--- src/rtl/uart_tx_serializer_pkg.sv ---
`default_nettype none
// ============================================================================
//  Module   : uart_tx_serializer_pkg
//  Purpose  : Shared definitions for the UART transmit path. Holds the
//             serializer state encoding and the default frame geometry
//             shared with txfifo and the RX path.
//  Ports    : none (package)
//  Revision : 1.0 - initial release
// ============================================================================
package uart_tx_serializer_pkg;

  // Default geometry shared with txfifo and the receiver.
  localparam int DEFAULT_DATA_WIDTH   = 8;
  localparam int DEFAULT_CLKS_PER_BIT = 16;

  // Serializer state encoding; any other 3-bit code is illegal.
  typedef enum logic [2:0] {
    ST_IDLE   = 3'd0,
    ST_START  = 3'd1,
    ST_DATA   = 3'd2,
    ST_PARITY = 3'd3,
    ST_STOP   = 3'd4
  } tx_state_e;

endpackage : uart_tx_serializer_pkg
`default_nettype wire

--- src/rtl/uart_tx_serializer_baud_gen.sv ---
`default_nettype none
// ============================================================================
//  Module   : uart_tx_serializer_baud_gen
//  Purpose  : Baud divider. Counts 0..CLKS_PER_BIT-1 and flags the last
//             cycle of every serial bit.
//  Ports    : clk   - system clock
//             rst   - asynchronous, active-low reset
//             clear - hold the count at zero (frame not yet started)
//             tick  - high during the final cycle of a bit period
//  Revision : 1.0 - initial release
// ============================================================================
module uart_tx_serializer_baud_gen
  import uart_tx_serializer_pkg::*;
#(
  parameter int CLKS_PER_BIT = DEFAULT_CLKS_PER_BIT
) (
  input  logic clk,
  input  logic rst,
  input  logic clear,
  output logic tick
);

  localparam int             CNT_W = (CLKS_PER_BIT > 1) ? $clog2(CLKS_PER_BIT) : 1;
  localparam logic [CNT_W-1:0] TERM = CNT_W'(CLKS_PER_BIT - 1);

  logic [CNT_W-1:0] cnt_q;

  // Terminal count returns to zero, so the counter never wraps past TERM.
  always_ff @(posedge clk or negedge rst) begin
    if (!rst) begin
      cnt_q <= '0;
    end else if (clear || (cnt_q == TERM)) begin
      cnt_q <= '0;
    end else begin
      cnt_q <= cnt_q + 1'b1;
    end
  end

  assign tick = !clear && (cnt_q == TERM);

endmodule : uart_tx_serializer_baud_gen
`default_nettype wire

--- src/rtl/uart_tx_serializer.sv ---
`default_nettype none
// ============================================================================
//  Module   : uart_tx_serializer
//  Purpose  : UART transmit serializer fed directly by txfifo. Emits a
//             start bit, DATA_WIDTH data bits LSB first, an optional parity
//             bit and STOP_BITS stop bits, each CLKS_PER_BIT clocks long.
//  Ports    : clk          - system clock
//             rst          - asynchronous, active-low reset
//             data_in      - byte to send (txfifo data_out)
//             data_valid   - data_in valid (txfifo data_valid)
//             transmitting - high for the whole frame; txfifo pops on its rise
//             tx           - serial line, idle high
//             tx_done      - one-cycle pulse after the last stop bit
//  Revision : 1.0 - initial release
// ============================================================================
module uart_tx_serializer
  import uart_tx_serializer_pkg::*;
#(
  parameter int DATA_WIDTH   = DEFAULT_DATA_WIDTH,
  parameter int CLKS_PER_BIT = DEFAULT_CLKS_PER_BIT,
  parameter int PARITY_EN    = 0,
  parameter int PARITY_ODD   = 0,
  parameter int STOP_BITS    = 1
) (
  input  logic                  clk,
  input  logic                  rst,
  input  logic [DATA_WIDTH-1:0] data_in,
  input  logic                  data_valid,
  output logic                  transmitting,
  output logic                  tx,
  output logic                  tx_done
);

  localparam int               BIT_W     = $clog2(DATA_WIDTH) + 1;
  localparam logic [BIT_W-1:0] LAST_BIT  = BIT_W'(DATA_WIDTH - 1);
  localparam logic             LAST_STOP = (STOP_BITS == 2);
  localparam logic             PAR_ODD   = (PARITY_ODD != 0);

  tx_state_e             state_q;
  logic [DATA_WIDTH-1:0] shift_q;
  logic [BIT_W-1:0]      bit_idx_q;
  logic                  stop_cnt_q;
  logic                  parity_q;
  logic                  tx_q;
  logic                  transmitting_q;
  logic                  tx_done_q;

  logic w_baud_clear;
  logic w_baud_tick;

  // Holding the divider cleared while idle means the START bit always
  // begins with a fresh count on the edge that accepts the byte.
  assign w_baud_clear = (state_q == ST_IDLE);

  uart_tx_serializer_baud_gen #(
    .CLKS_PER_BIT (CLKS_PER_BIT)
  ) u_baud_gen (
    .clk   (clk),
    .rst   (rst),
    .clear (w_baud_clear),
    .tick  (w_baud_tick)
  );

  always_ff @(posedge clk or negedge rst) begin
    if (!rst) begin
      state_q        <= ST_IDLE;
      shift_q        <= '0;
      bit_idx_q      <= '0;
      stop_cnt_q     <= 1'b0;
      parity_q       <= 1'b0;
      tx_q           <= 1'b1;
      transmitting_q <= 1'b0;
      tx_done_q      <= 1'b0;
    end else begin
      tx_done_q <= 1'b0;
      case (state_q)
        ST_IDLE: begin
          tx_q           <= 1'b1;
          transmitting_q <= 1'b0;
          bit_idx_q      <= '0;
          stop_cnt_q     <= 1'b0;
          if (data_valid) begin
            shift_q        <= data_in;
            parity_q       <= (^data_in) ^ PAR_ODD;
            state_q        <= ST_START;
            tx_q           <= 1'b0;
            transmitting_q <= 1'b1;
          end
        end
        ST_START: begin
          if (w_baud_tick) begin
            state_q <= ST_DATA;
            tx_q    <= shift_q[0];
          end
        end
        ST_DATA: begin
          if (w_baud_tick) begin
            if (bit_idx_q == LAST_BIT) begin
              if (PARITY_EN != 0) begin
                state_q <= ST_PARITY;
                tx_q    <= parity_q;
              end else begin
                state_q <= ST_STOP;
                tx_q    <= 1'b1;
              end
            end else begin
              // tx is registered, so present the next bit while shifting.
              shift_q   <= shift_q >> 1;
              tx_q      <= shift_q[1];
              bit_idx_q <= bit_idx_q + 1'b1;
            end
          end
        end
        ST_PARITY: begin
          if (w_baud_tick) begin
            state_q <= ST_STOP;
            tx_q    <= 1'b1;
          end
        end
        ST_STOP: begin
          if (w_baud_tick) begin
            if (stop_cnt_q == LAST_STOP) begin
              state_q        <= ST_IDLE;
              transmitting_q <= 1'b0;
              tx_done_q      <= 1'b1;
              stop_cnt_q     <= 1'b0;
            end else begin
              stop_cnt_q <= 1'b1;
            end
          end
        end
        default: begin
          state_q        <= ST_IDLE;
          tx_q           <= 1'b1;
          transmitting_q <= 1'b0;
        end
      endcase
    end
  end

  assign tx           = tx_q;
  assign transmitting = transmitting_q;
  assign tx_done      = tx_done_q;

endmodule : uart_tx_serializer
`default_nettype wire

--- config.mk ---
export PLATFORM = sky130hd
export DESIGN_NAME = uart_tx_serializer
export DESIGN_NICKNAME = d
export VERILOG_FILES = /design/src/rtl/uart_tx_serializer_pkg.sv /design/src/rtl/uart_tx_serializer_baud_gen.sv /design/src/rtl/uart_tx_serializer.sv
export SDC_FILE = /design/constraint.sdc
export NUM_CORES = 1
export LEC_CHECK = 0
export ABC_AREA = 1
export ABC_CLOCK_PERIOD_IN_PS = 1900
export CAP_MARGIN = 0
export CORE_ASPECT_RATIO = 0.5
export CORE_MARGIN = 2
export CORE_UTILIZATION = 40
export CTS_CLUSTER_SIZE = 40
export DETAILED_ROUTE_END_ITERATION = 8
export PLACE_DENSITY_LB_ADDON = 0.12
export RECOVER_POWER = 100
export SYNTH_ARGS = -nofsm -noshare
export SYNTH_HDL_FRONTEND = slang
export SYNTH_SLANG_ARGS = --single-unit
export TNS_END_PERCENT = 1
--- constraint.sdc ---
create_clock -name clk -period 1.9 [get_ports clk]
set_input_delay 0.285 -clock clk [delete_from_list [all_inputs] [get_ports clk]]
set_output_delay 0.285 -clock clk [all_outputs]
set_load 0.05 [all_outputs]
# Word-level counts from Yosys, hierarchy flattened
# Index checks and enable logic that the tools add are counted.
# W data, S select, Z words.
dict set report word_totals {
  ramBits 0
  romBits 0
  latchBits 0
  regBits 23
  wordCells 71
  mem_count 0
}
dict set report classes {
  bitwise 2
  n_lt_le_gt_ge 0
  shifts 0
  div_mod_pow 0
  add_sub_neg 2
  n_reduce_logical 13
  n_mul 0
  mux 32
  eq_ne 14
}
# operator count
set ops {}
lappend ops {{$mux W8} 3}
lappend ops {{$mux W3} 7}
lappend ops {{$pmux W8 S2} 1}
lappend ops {{$pmux W3 S5} 1}
lappend ops {{$mux W1} 13}
lappend ops {{$mux W4} 3}
lappend ops {{$add A4 B1 Y4 const B} 2}
lappend ops {{$ne A2 B1 Y1 const B} 4}
lappend ops {{$ne A2 B2 Y1 const B} 4}
lappend ops {{$pmux W4 S2} 1}
lappend ops {{$reduce_and A4 Y1} 2}
lappend ops {{$reduce_and A7 Y1} 1}
lappend ops {{$eq A3 B2 Y1 const B} 2}
lappend ops {{$reduce_and A3 Y1} 2}
lappend ops {{$pmux W1 S5} 1}
lappend ops {{$eq A4 B3 Y1 const B} 1}
lappend ops {{$eq A4 B4 Y1 const B} 1}
lappend ops {{$reduce_bool A2 Y1} 2}
lappend ops {{$eq A3 B1 Y1 const B} 1}
lappend ops {{$eq A3 B3 Y1 const B} 1}
lappend ops {{$logic_not A3 Y1} 1}
lappend ops {{$pmux W1 S3} 1}
lappend ops {{$reduce_or A3 Y1} 1}
lappend ops {{$not A1 Y1} 2}
lappend ops {{other kinds (5)} 5}

# Logic depth before layout (Yosys ltp)
# Gate-level depths: netlist (run 1).
dict set report depth {
  depth_word 5
  ltp_mapped 9
  ltp_nobuf 9
}

# Cells and area by module
# Synthesis (run 1) repeated with hierarchy kept, for this count alone.
dict set report unflattened {
  hier_cells 166
  area_unflattened_um2 1310.0
}
# mod cells_per_inst n_inst area_each_um2
set modules_own_cells {}
lappend modules_own_cells {uart_tx_serializer 147 1 1116.1}
lappend modules_own_cells {uart_tx_serializer_baud_gen 19 1 193.9}

# Least setup slack after synthesis (run 1)
# Ideal clock, no wire load.
dict set report synth_path {
  path_kind {register to register}
  startpoint {reg u_baud_gen.cnt_q[0]}
  endpoint {reg state_q[0]}
  setup_slack_ns 0.555
  stages_incl_launch_ff 9
  arrival_time_ns 1.228
  required_ns 1.783
  path_cell_list {dfrtp_1 > ha_1 > nand2_1 > nor2_2 > inv_1 > nand2_1 > nand3_1 > nand2_1 > nand2_1}
}
dict set report synth_between {
  elab_chain_cells 4
  word_cells_on_any_way 7
  cone_classes {eq/ne (5); reduce/logical (2)}
}
# item line
set synth_lines {}
lappend synth_lines {{start, declared} uart_tx_serializer_baud_gen.sv:26} ;# logic [CNT_W-1:0] cnt_q;
lappend synth_lines {{start signal, assigned} uart_tx_serializer_baud_gen.sv:35} ;# cnt_q <= cnt_q + 1'b1;
lappend synth_lines {{$eq A4 B4 Y1 (*)} uart_tx_serializer_baud_gen.sv:39} ;# assign tick = !clear && (cnt_q == TERM);
lappend synth_lines {{$logic_and A1 B1 Y1 (*)} uart_tx_serializer_baud_gen.sv:39}
lappend synth_lines {{$ne A2 B1 Y1 (no source line)} --}
lappend synth_lines {{$reduce_and A7 Y1 (no source line) (*)} --}
lappend synth_lines {{end signal, assigned} uart_tx_serializer.sv:66} ;# state_q <= ST_IDLE;
lappend synth_lines {{end signal, assigned} uart_tx_serializer.sv:85} ;# state_q <= ST_START;
lappend synth_lines {{end signal, assigned} uart_tx_serializer.sv:92} ;# state_q <= ST_DATA;
lappend synth_lines {{end, declared} uart_tx_serializer.sv:39} ;# tx_state_e state_q;
# Mark *: on every way between the ends. The rest lies on a longest branch, timed or not.
# A chain may end at the register's enable or synchronous reset.

# Worst setup path in the final report (run 1)
dict set report layout_path {
  startpoint {reg transmitting_q, in the netlist transmitting}
  endpoint {out transmitting}
}
# item line
set layout_rtl {}
lappend layout_rtl {{start, declared} uart_tx_serializer.sv:45} ;# logic transmitting_q;
lappend layout_rtl {{start signal, assigned} uart_tx_serializer.sv:72} ;# transmitting_q <= 1'b0;
lappend layout_rtl {{start signal, assigned} uart_tx_serializer.sv:79} ;# transmitting_q <= 1'b0;
lappend layout_rtl {{start signal, assigned} uart_tx_serializer.sv:87} ;# transmitting_q <= 1'b1;
lappend layout_rtl {{end, declared} uart_tx_serializer.sv:29} ;# output logic transmitting,
# No word-level cell between the ends.

==> flow_summary.json, run 1 <==
{
  "synthTopCellsByArea": "dfrtp_1 43%, nand2_1 18%, nand3_1 6.3%",
  "layout.nets": 189,
  "slowest_delay_ns": 0.87,
  "drive_above_1_share_pct": 16.0,
  "cp-start-kind": "register",
  "setup-violations-final": 0,
  "cts_tree": "built",
  "grt_overflow": 0,
  "wl_per_cell_um": 11.2,
  "start_util_pct": 42.2,
  "slowest_stage": "dlygate4sd3_1",
  "hold_buffers": 0,
  "area_growth_pct": 17.1,
  "r2r_start": "u_baud_gen.cnt_q[0]$_DFF_PN0_",
  "via_count": 979,
  "insertion_delay_ns": 0.27,
  "finalHoldViolCount": 0,
  "critPathCaptureType": "primary output",
  "cts_resized": 0,
  "antenna_found_initial": 0,
  "clkTransAtPathRegs_ns": 0.08,
  "cts_sinks": 23,
  "cts_made_buffers": 3,
  "core-area_um2": 3030,
  "drc_errors": 0,
  "synth_top_area_share_pct": 43.1,
  "die_area_um2": 3690,
  "crit_family": "buffers and inverters",
  "status": "finished, final reports clean",
  "seq_area_frac_synth_pct": 45.1,
  "firstDrtPassIters": 4,
  "grt_usage_pct": 14.9,
  "die_w_um": 84.0,
  "grt_pass1_wl_mm": 4.28,
  "grt_max_degree": 24,
  "gp_congestion": 0.784,
  "synth_most_common_cell": "nand2_1",
  "crit_chain": "dlygate4sd3_1",
  "ys_ff_latch": 23,
  "cts_setup_buffers": 0,
  "crit_type": "register to primary output",
  "synth_warnings": 0,
  "period_minus_slack_ns": 1.78,
  "clk_path_buf_depth": 2,
  "synth_nets": 171,
  "critPathRequiredTime_ns": 1.62,
  "placed_area_um2": 1460,
  "drtIter0Drc": 50,
  "placementRows": 14,
  "fillCellCount": 296,
  "antenna_cells": 0,
  "rsz0062_at_grt": "false",
  "ios": 14,
  "synth_area_um2": 1280,
  "leakage_nw": 0.761,
  "wl_mm": 2.41,
  "fmaxAchievable_mhz": 562,
  "synth_top_cell_by_area": "dfrtp_1",
  "syn_inst": 158,
  "antenna_left": 0,
  "cts-root-buf": "clkbuf_8",
  "cp.arrival_ns": 1.50,
  "skew_ns": 0.00395,
  "synth_flop_cell": "dfrtp_1",
  "slew_viol_final": 0,
  "vias_per_cell": 4.55,
  "post-route-period-util_pct": 93.7,
  "synth-async-reset-ratio_pct": 100,
  "syn_area_per_cell_um2": 8.09,
  "die_h_um": 44.0,
  "cp.buffers_inverters": 1,
  "crit_fanout": 2,
  "synth_edf_count": 0,
  "hold_ws_ns": 0.429,
  "p_per_area_nw_per_um2": 1500,
  "cts_max_level": 1,
  "portBuffers": 13,
  "maxSlewHeadroom_pct": 60.2,
  "synth_cell_types": 27,
  "ir_worst_vdd_mv": 0.739,
  "synth_common_cells": "62 x nand2_1, 22 x dfrtp_1, 16 x nand3_1",
  "cap_viol_max_count": 0,
  "final_cell_area_um2": 1500,
  "grt_pass1_vias": 948,
  "hold_class": "input pin to async pin",
  "dp_hpwl_mm": 1.75,
  "crit_path_start": "transmitting$_DFFE_PN0P_",
  "finalSetupTns_ns": 0,
  "tightest_slew_ns": 0.600
}
==> cells in the final DEF (no fill, tap or decap), types with 2 or more instances in the layout <==
| cell type | count |
|---|---|
| nor3_1 | 2 |
| nor2_1 | 11 |
| clkbuf_8 | 3 |
| dlygate4sd3_1 | 3 |
| nor2_8 | 2 |
| clkdlybuf4s50_1 | 9 |
| clkbuf_1 | 2 |
| o21ai_2 | 3 |
| dfrtp_1 | 22 |
| buf_4 | 2 |
| nand3_1 | 16 |
| nand2_2 | 4 |
| ha_1 | 2 |
| inv_1 | 8 |
| nand4_1 | 2 |
| inv_2 | 4 |
| nand2_4 | 3 |
| nand2_1 | 63 |
| xor2_1 | 2 |
==> flip-flops by register name (all words and copies together), names as in the netlist <==
signal            count
u_baud_gen.cnt_q      4
stop_cnt_q            1
shift_q               8
transmitting          1
tx                    1
tx_done               1
bit_idx_q             4
state_q               3
==> area by class of cell <==
cell class                      count  area [µm²]  share of cell area [%]
Multi-Input combinational cell    121         642                    42.9
Sequential cell                    23         577                    38.5
Timing Repair Buffer               15         139                    9.27
Tap cell                           40        50.0                    3.34
Clock buffer                        4        45.0                    3.01
Inverter                           12        45.0                    3.01
==> final timing paths <==
check | to | slack, ns | cells after the start
min | u_baud_gen.cnt_q[0]$_DFF_PN0_ | 0.43 | 2
max | transmitting | 0.12 | 1
min in group clk | u_baud_gen.cnt_q[0]$_DFF_PN0_ | 0.47 | 1
max reg2reg | state_q[1]$_DFFE_PN0P_ | 0.24 | 8
max in group asynchronous | tx$_DFFE_PN1P_ | 1.18 | 2
min reg2reg | u_baud_gen.cnt_q[0]$_DFF_PN0_ | 0.47 | 1
==> layer usage <==
| metal | part of all wire [%] | global-route usage [%] | vias up |
|---|---|---|---|
| met5 | 0 | 0 | - |
| met4 | 0.58 | 3.87 | 0 |
| met3 | 3.0 | 4.00 | 3 |
| met2 | 43 | 22.7 | 10 |
| met1 | 53 | 21.3 | 435 |
| li1 | - | - | 531 |
==> cells by family after synthesis <==
kind of cell,count (synthesis),share of synthesized area [%]
AND/OR/NAND/NOR,111,44.0
flip-flops,23,45.1
buffers and inverters,14,4.31
AO/OA/AOI/OAI,6,3.23
XOR/XNOR,2,1.37
adder cells (fa/ha/maj),2,1.96
==> per-stage QoR <==
step                      util [%]  total power, mW  worst slack, ns  std cells
after floorplan                  -             1.73            0.555        158
after global placement        48.2             1.97            0.393        211
after detailed placement      48.2             1.98            0.383        211
after CTS                     49.7             2.31            0.168        215
after global routing          49.4             2.46           0.0830        215
final                         49.4             2.25            0.119        215
==> power breakdown <==
| part | leakage, nW | internal (mW) | switching, mW |
|---|---|---|---|
| Clock | 0.0228 | 0.150 | 0.161 |
| Combinational | 0.441 | 0.372 | 0.744 |
| Sequential | 0.297 | 0.677 | 0.145 |
| Total | 0.761 | 1.20 | 1.05 |
==> worst register-to-register path: cells and delay by family, from the launching register on <==
kind	cells	cell delay (ns)
AND/OR/NAND/NOR	6	0.88
flip-flops	1	0.38
adder cells (fa/ha/maj)	1	0.17
buffers and inverters	1	0.14
Note: power is estimated with default switching activity, not from simulation.
==> run 2: changes to the inputs <==
--- a/config.mk
+++ b/config.mk
@@ -17,5 +17,6 @@
 export RECOVER_POWER = 100
 export SYNTH_ARGS = -nofsm -noshare
 export SYNTH_HDL_FRONTEND = slang
+export SYNTH_HIERARCHICAL = 1
 export SYNTH_SLANG_ARGS = --single-unit
 export TNS_END_PERCENT = 1
==> run 2 against run 1 <==
Final cell count up 5.6%. Die area grew 2.3%. Power grew 6.0%. Count of clock-buffer cells in the layout unchanged. Critical path depth unchanged. Setup slack worse by 0.0021 ns. Critical endpoint unchanged. Largest cell class unchanged.
==> flow_summary.json, run 2 <==
{
  "p_sw_share_pct": 47.0,
  "p_seq_share_pct": 34.1,
  "core-area_um2": 3070,
  "grt_pass1_wl_mm": 4.73,
  "cts_tree": "built",
  "period_minus_slack_ns": 1.78,
  "synth_common_cells": "64 x nand2_1, 22 x dfrtp_1, 16 x nor2_1",
  "synth_cell_types": 26,
  "synth_flop_cell": "dfrtp_1",
  "syn_area_per_cell_um2": 7.89,
  "layout.nets": 201,
  "crit_type": "register to primary output",
  "register_area_um2": 577,
  "ys_ff_latch": 23,
  "antenna_cells": 0,
  "via_count": 1072,
  "post-route-period-util_pct": 93.8,
  "status": "finished, final reports clean",
  "maxSlewHeadroom_pct": 16.6,
  "power_frac_comb_pct": 52.9,
  "place_ws_ns": 0.119,
  "slew_viol_final": 0,
  "firstDrtPassIters": 4,
  "synth_most_common_cell": "nand2_1",
  "synth_edf_count": 0,
  "wl_per_cell_um": 11.6,
  "cp-start-kind": "register",
  "cts_max_level": 1,
  "synth_area_um2": 1310,
  "syn_inst": 166,
  "crit_family": "buffers and inverters",
  "final_common_cell": "nand2_1",
  "clkTransAtPathRegs_ns": 0.08,
  "finalSetupTns_ns": 0,
  "cap_viol_max_count": 0,
  "fillCellCount": 301,
  "tightest_slew_ns": 1.25,
  "cts_sinks": 23,
  "final_cell_area_um2": 1530,
  "ios": 14,
  "intPower_mw": 1.26,
  "start_util_pct": 42.7,
  "fmaxAchievable_mhz": 561,
  "synth_nets": 179,
  "die_w_um": 84.9,
  "synth_warnings": 6,
  "clk_path_buf_depth": 2,
  "gp_congestion": 0.814,
  "grt_usage_pct": 16.2,
  "critPathRequiredTime_ns": 1.62,
  "slowest_stage": "dlygate4sd3_1",
  "grt_pass1_vias": 1014,
  "cp.arrival_ns": 1.50,
  "slowest_delay_ns": 0.87,
  "vias_per_cell": 4.72,
  "cp.buffers_inverters": 1,
  "p_switching_mw": 1.12,
  "grt_overflow": 0,
  "setup-violations-final": 0,
  "portBuffers": 13,
  "drtIter0Drc": 42,
  "power.share.clock_pct": 13.0,
  "wl_mm": 2.63,
  "antenna_found_initial": 0,
  "crit_fanout": 2,
  "drive_above_1_share_pct": 15.0,
  "cts_made_buffers": 3,
  "p_per_area_nw_per_um2": 1560,
  "grt_max_degree": 24,
  "crit_chain": "dlygate4sd3_1",
  "hold_class": "register to register",
  "dp_hpwl_mm": 1.95,
  "synthTopCellsByArea": "dfrtp_1 42%, nand2_1 18%, nor2_1 4.6%",
  "die_area_um2": 3780,
  "synth_top_area_share_pct": 42.0,
  "placementRows": 14,
  "die_h_um": 44.5,
  "largest_reg_flops": 8,
  "synth-async-reset-ratio_pct": 100,
  "skew_ns": 0.00212,
  "antenna_left": 0,
  "power_mw": 2.38,
  "drc_errors": 0,
  "critPathCaptureType": "primary output",
  "final_cell_mix": "64 x nand2_1, 22 x dfrtp_1, 15 x nor2_1",
  "ir_worst_vdd_mv": 0.675,
  "largest_register": "shift_q",
  "seq_area_frac_synth_pct": 44.0,
  "cts-root-buf": "clkbuf_8",
  "placed_area_um2": 1510,
  "insertion_delay_ns": 0.27,
  "cts_setup_buffers": 0,
  "fin_ws_ns": 0.117,
  "leakage_nw": 0.808,
  "finalHoldViolCount": 0,
  "hold_buffers": 0,
  "area_growth_pct": 17.0,
  "multi_input_area_um2": 634,
  "rsz0062_at_grt": "false",
  "synth_top_cell_by_area": "dfrtp_1",
  "largestRegisters": "shift_q: 8 flops, bit_idx_q: 4 flops, u_baud_gen/cnt_q: 4 flops"
}
[run 2: cell count changes in the layout (fill, tap and decap cells not counted), moves of 2 or more]
cell,previous run,this run
o21ai_2,3,0
o21ai_0,1,4
inv_1,8,12
nand3_1,16,11
nor2_1,11,15
nand3b_1,0,2
nor2_2,1,3
clkbuf_1,2,5
nand2_2,4,2
nand3_2,0,5
[run 2: final timing paths]
path	startpoint	slack, ns	cells after the start	end
worst max-delay path	transmitting$_DFFE_PN0P_	0.12	1	transmitting
worst min-delay path	shift_q[4]$_DFFE_PN0P_	0.48	2	shift_q[4]$_DFFE_PN0P_
worst max register to register	state_q[2]$_DFFE_PN0P_	0.23	11	shift_q[6]$_DFFE_PN0P_
worst min register to register	shift_q[4]$_DFFE_PN0P_	0.48	2	shift_q[4]$_DFFE_PN0P_
max in group asynchronous	rst	0.36	2	shift_q[0]$_DFFE_PN0P_
min in group asynchronous	rst	0.80	2	u_baud_gen/cnt_q[3]$_DFF_PN0_
[run 2: cell type report]
cell class | count | share of cell area, %
timing repair buffer | 19 | 10.3
inverter | 17 | 4.49
clock buffer | 4 | 2.94
multi-input combinational | 124 | 41.4
tap | 40 | 3.27
sequential | 23 | 37.6
[run 2: metrics by stage]
step | utilization (%) | cells | hold WS, ns
after floorplan | - | 166 | -0.0106
after global placement | 49.1 | 223 | 0.456
after detailed placement | 49.1 | 223 | 0.458
after CTS | 50.6 | 227 | 0.386
after global routing | 50.0 | 227 | 0.500
final | 50.0 | 227 | 0.479
[run 2: tightest hold or removal path: cells and delay by family (launching register included)]
kind | cells | cell delay (ns)
flip-flops | 1 | 0.35
AND/OR/NAND/NOR | 2 | 0.10
[run 2: cells by family after synthesis]
group                      after synthesis  share of synthesized area, %
and+or+nand+nor                        113                          41.6
DFF                                     23                          44.0
buffers and inverters                   19                          7.26
AOI/OAI and AO/OA                        8                          4.49
adders and majority gates                2                          1.91
xor gates and xnor gates                 1                         0.669
[run 2: layer usage]
| layer | global-route usage, % | wire (µm) | share of wire [%] | vias to the layer above |
|---|---|---|---|---|
| li1 | - | - | - | 565 |
| met1 | 22.9 | 1470 | 56 | 489 |
| met2 | 25.2 | 1040 | 40 | 14 |
| met3 | 5.04 | 105 | 4.0 | 4 |
| met4 | 2.86 | 14 | 0.53 | 0 |
| met5 | 0 | 0 | 0 | - |
[run 2: power by group through the flow]
stage,Sequential (mW),Combinational [mW],Clock [mW]
floorplan,0.892,0.945,0
CTS,0.810,1.31,0.321
global placement,0.818,1.29,0
detailed placement,0.818,1.31,0
global route,0.838,1.45,0.345
finish,0.812,1.26,0.311
[run 2: repair_timing]
item / CTS / global route
setup endpoints to repair: 0 / 12
resized for setup: 0 / 2
hold endpoints to repair: 0 / 0
==> run 3: changes to the inputs <==
--- a/config.mk
+++ b/config.mk
@@ -19,4 +19,4 @@
 export SYNTH_HDL_FRONTEND = slang
 export SYNTH_HIERARCHICAL = 1
 export SYNTH_SLANG_ARGS = --single-unit
-export TNS_END_PERCENT = 1
+export TNS_END_PERCENT = 5
==> results of run 3 <==
Final layout, timing and power as in run 2 (identical DEF).
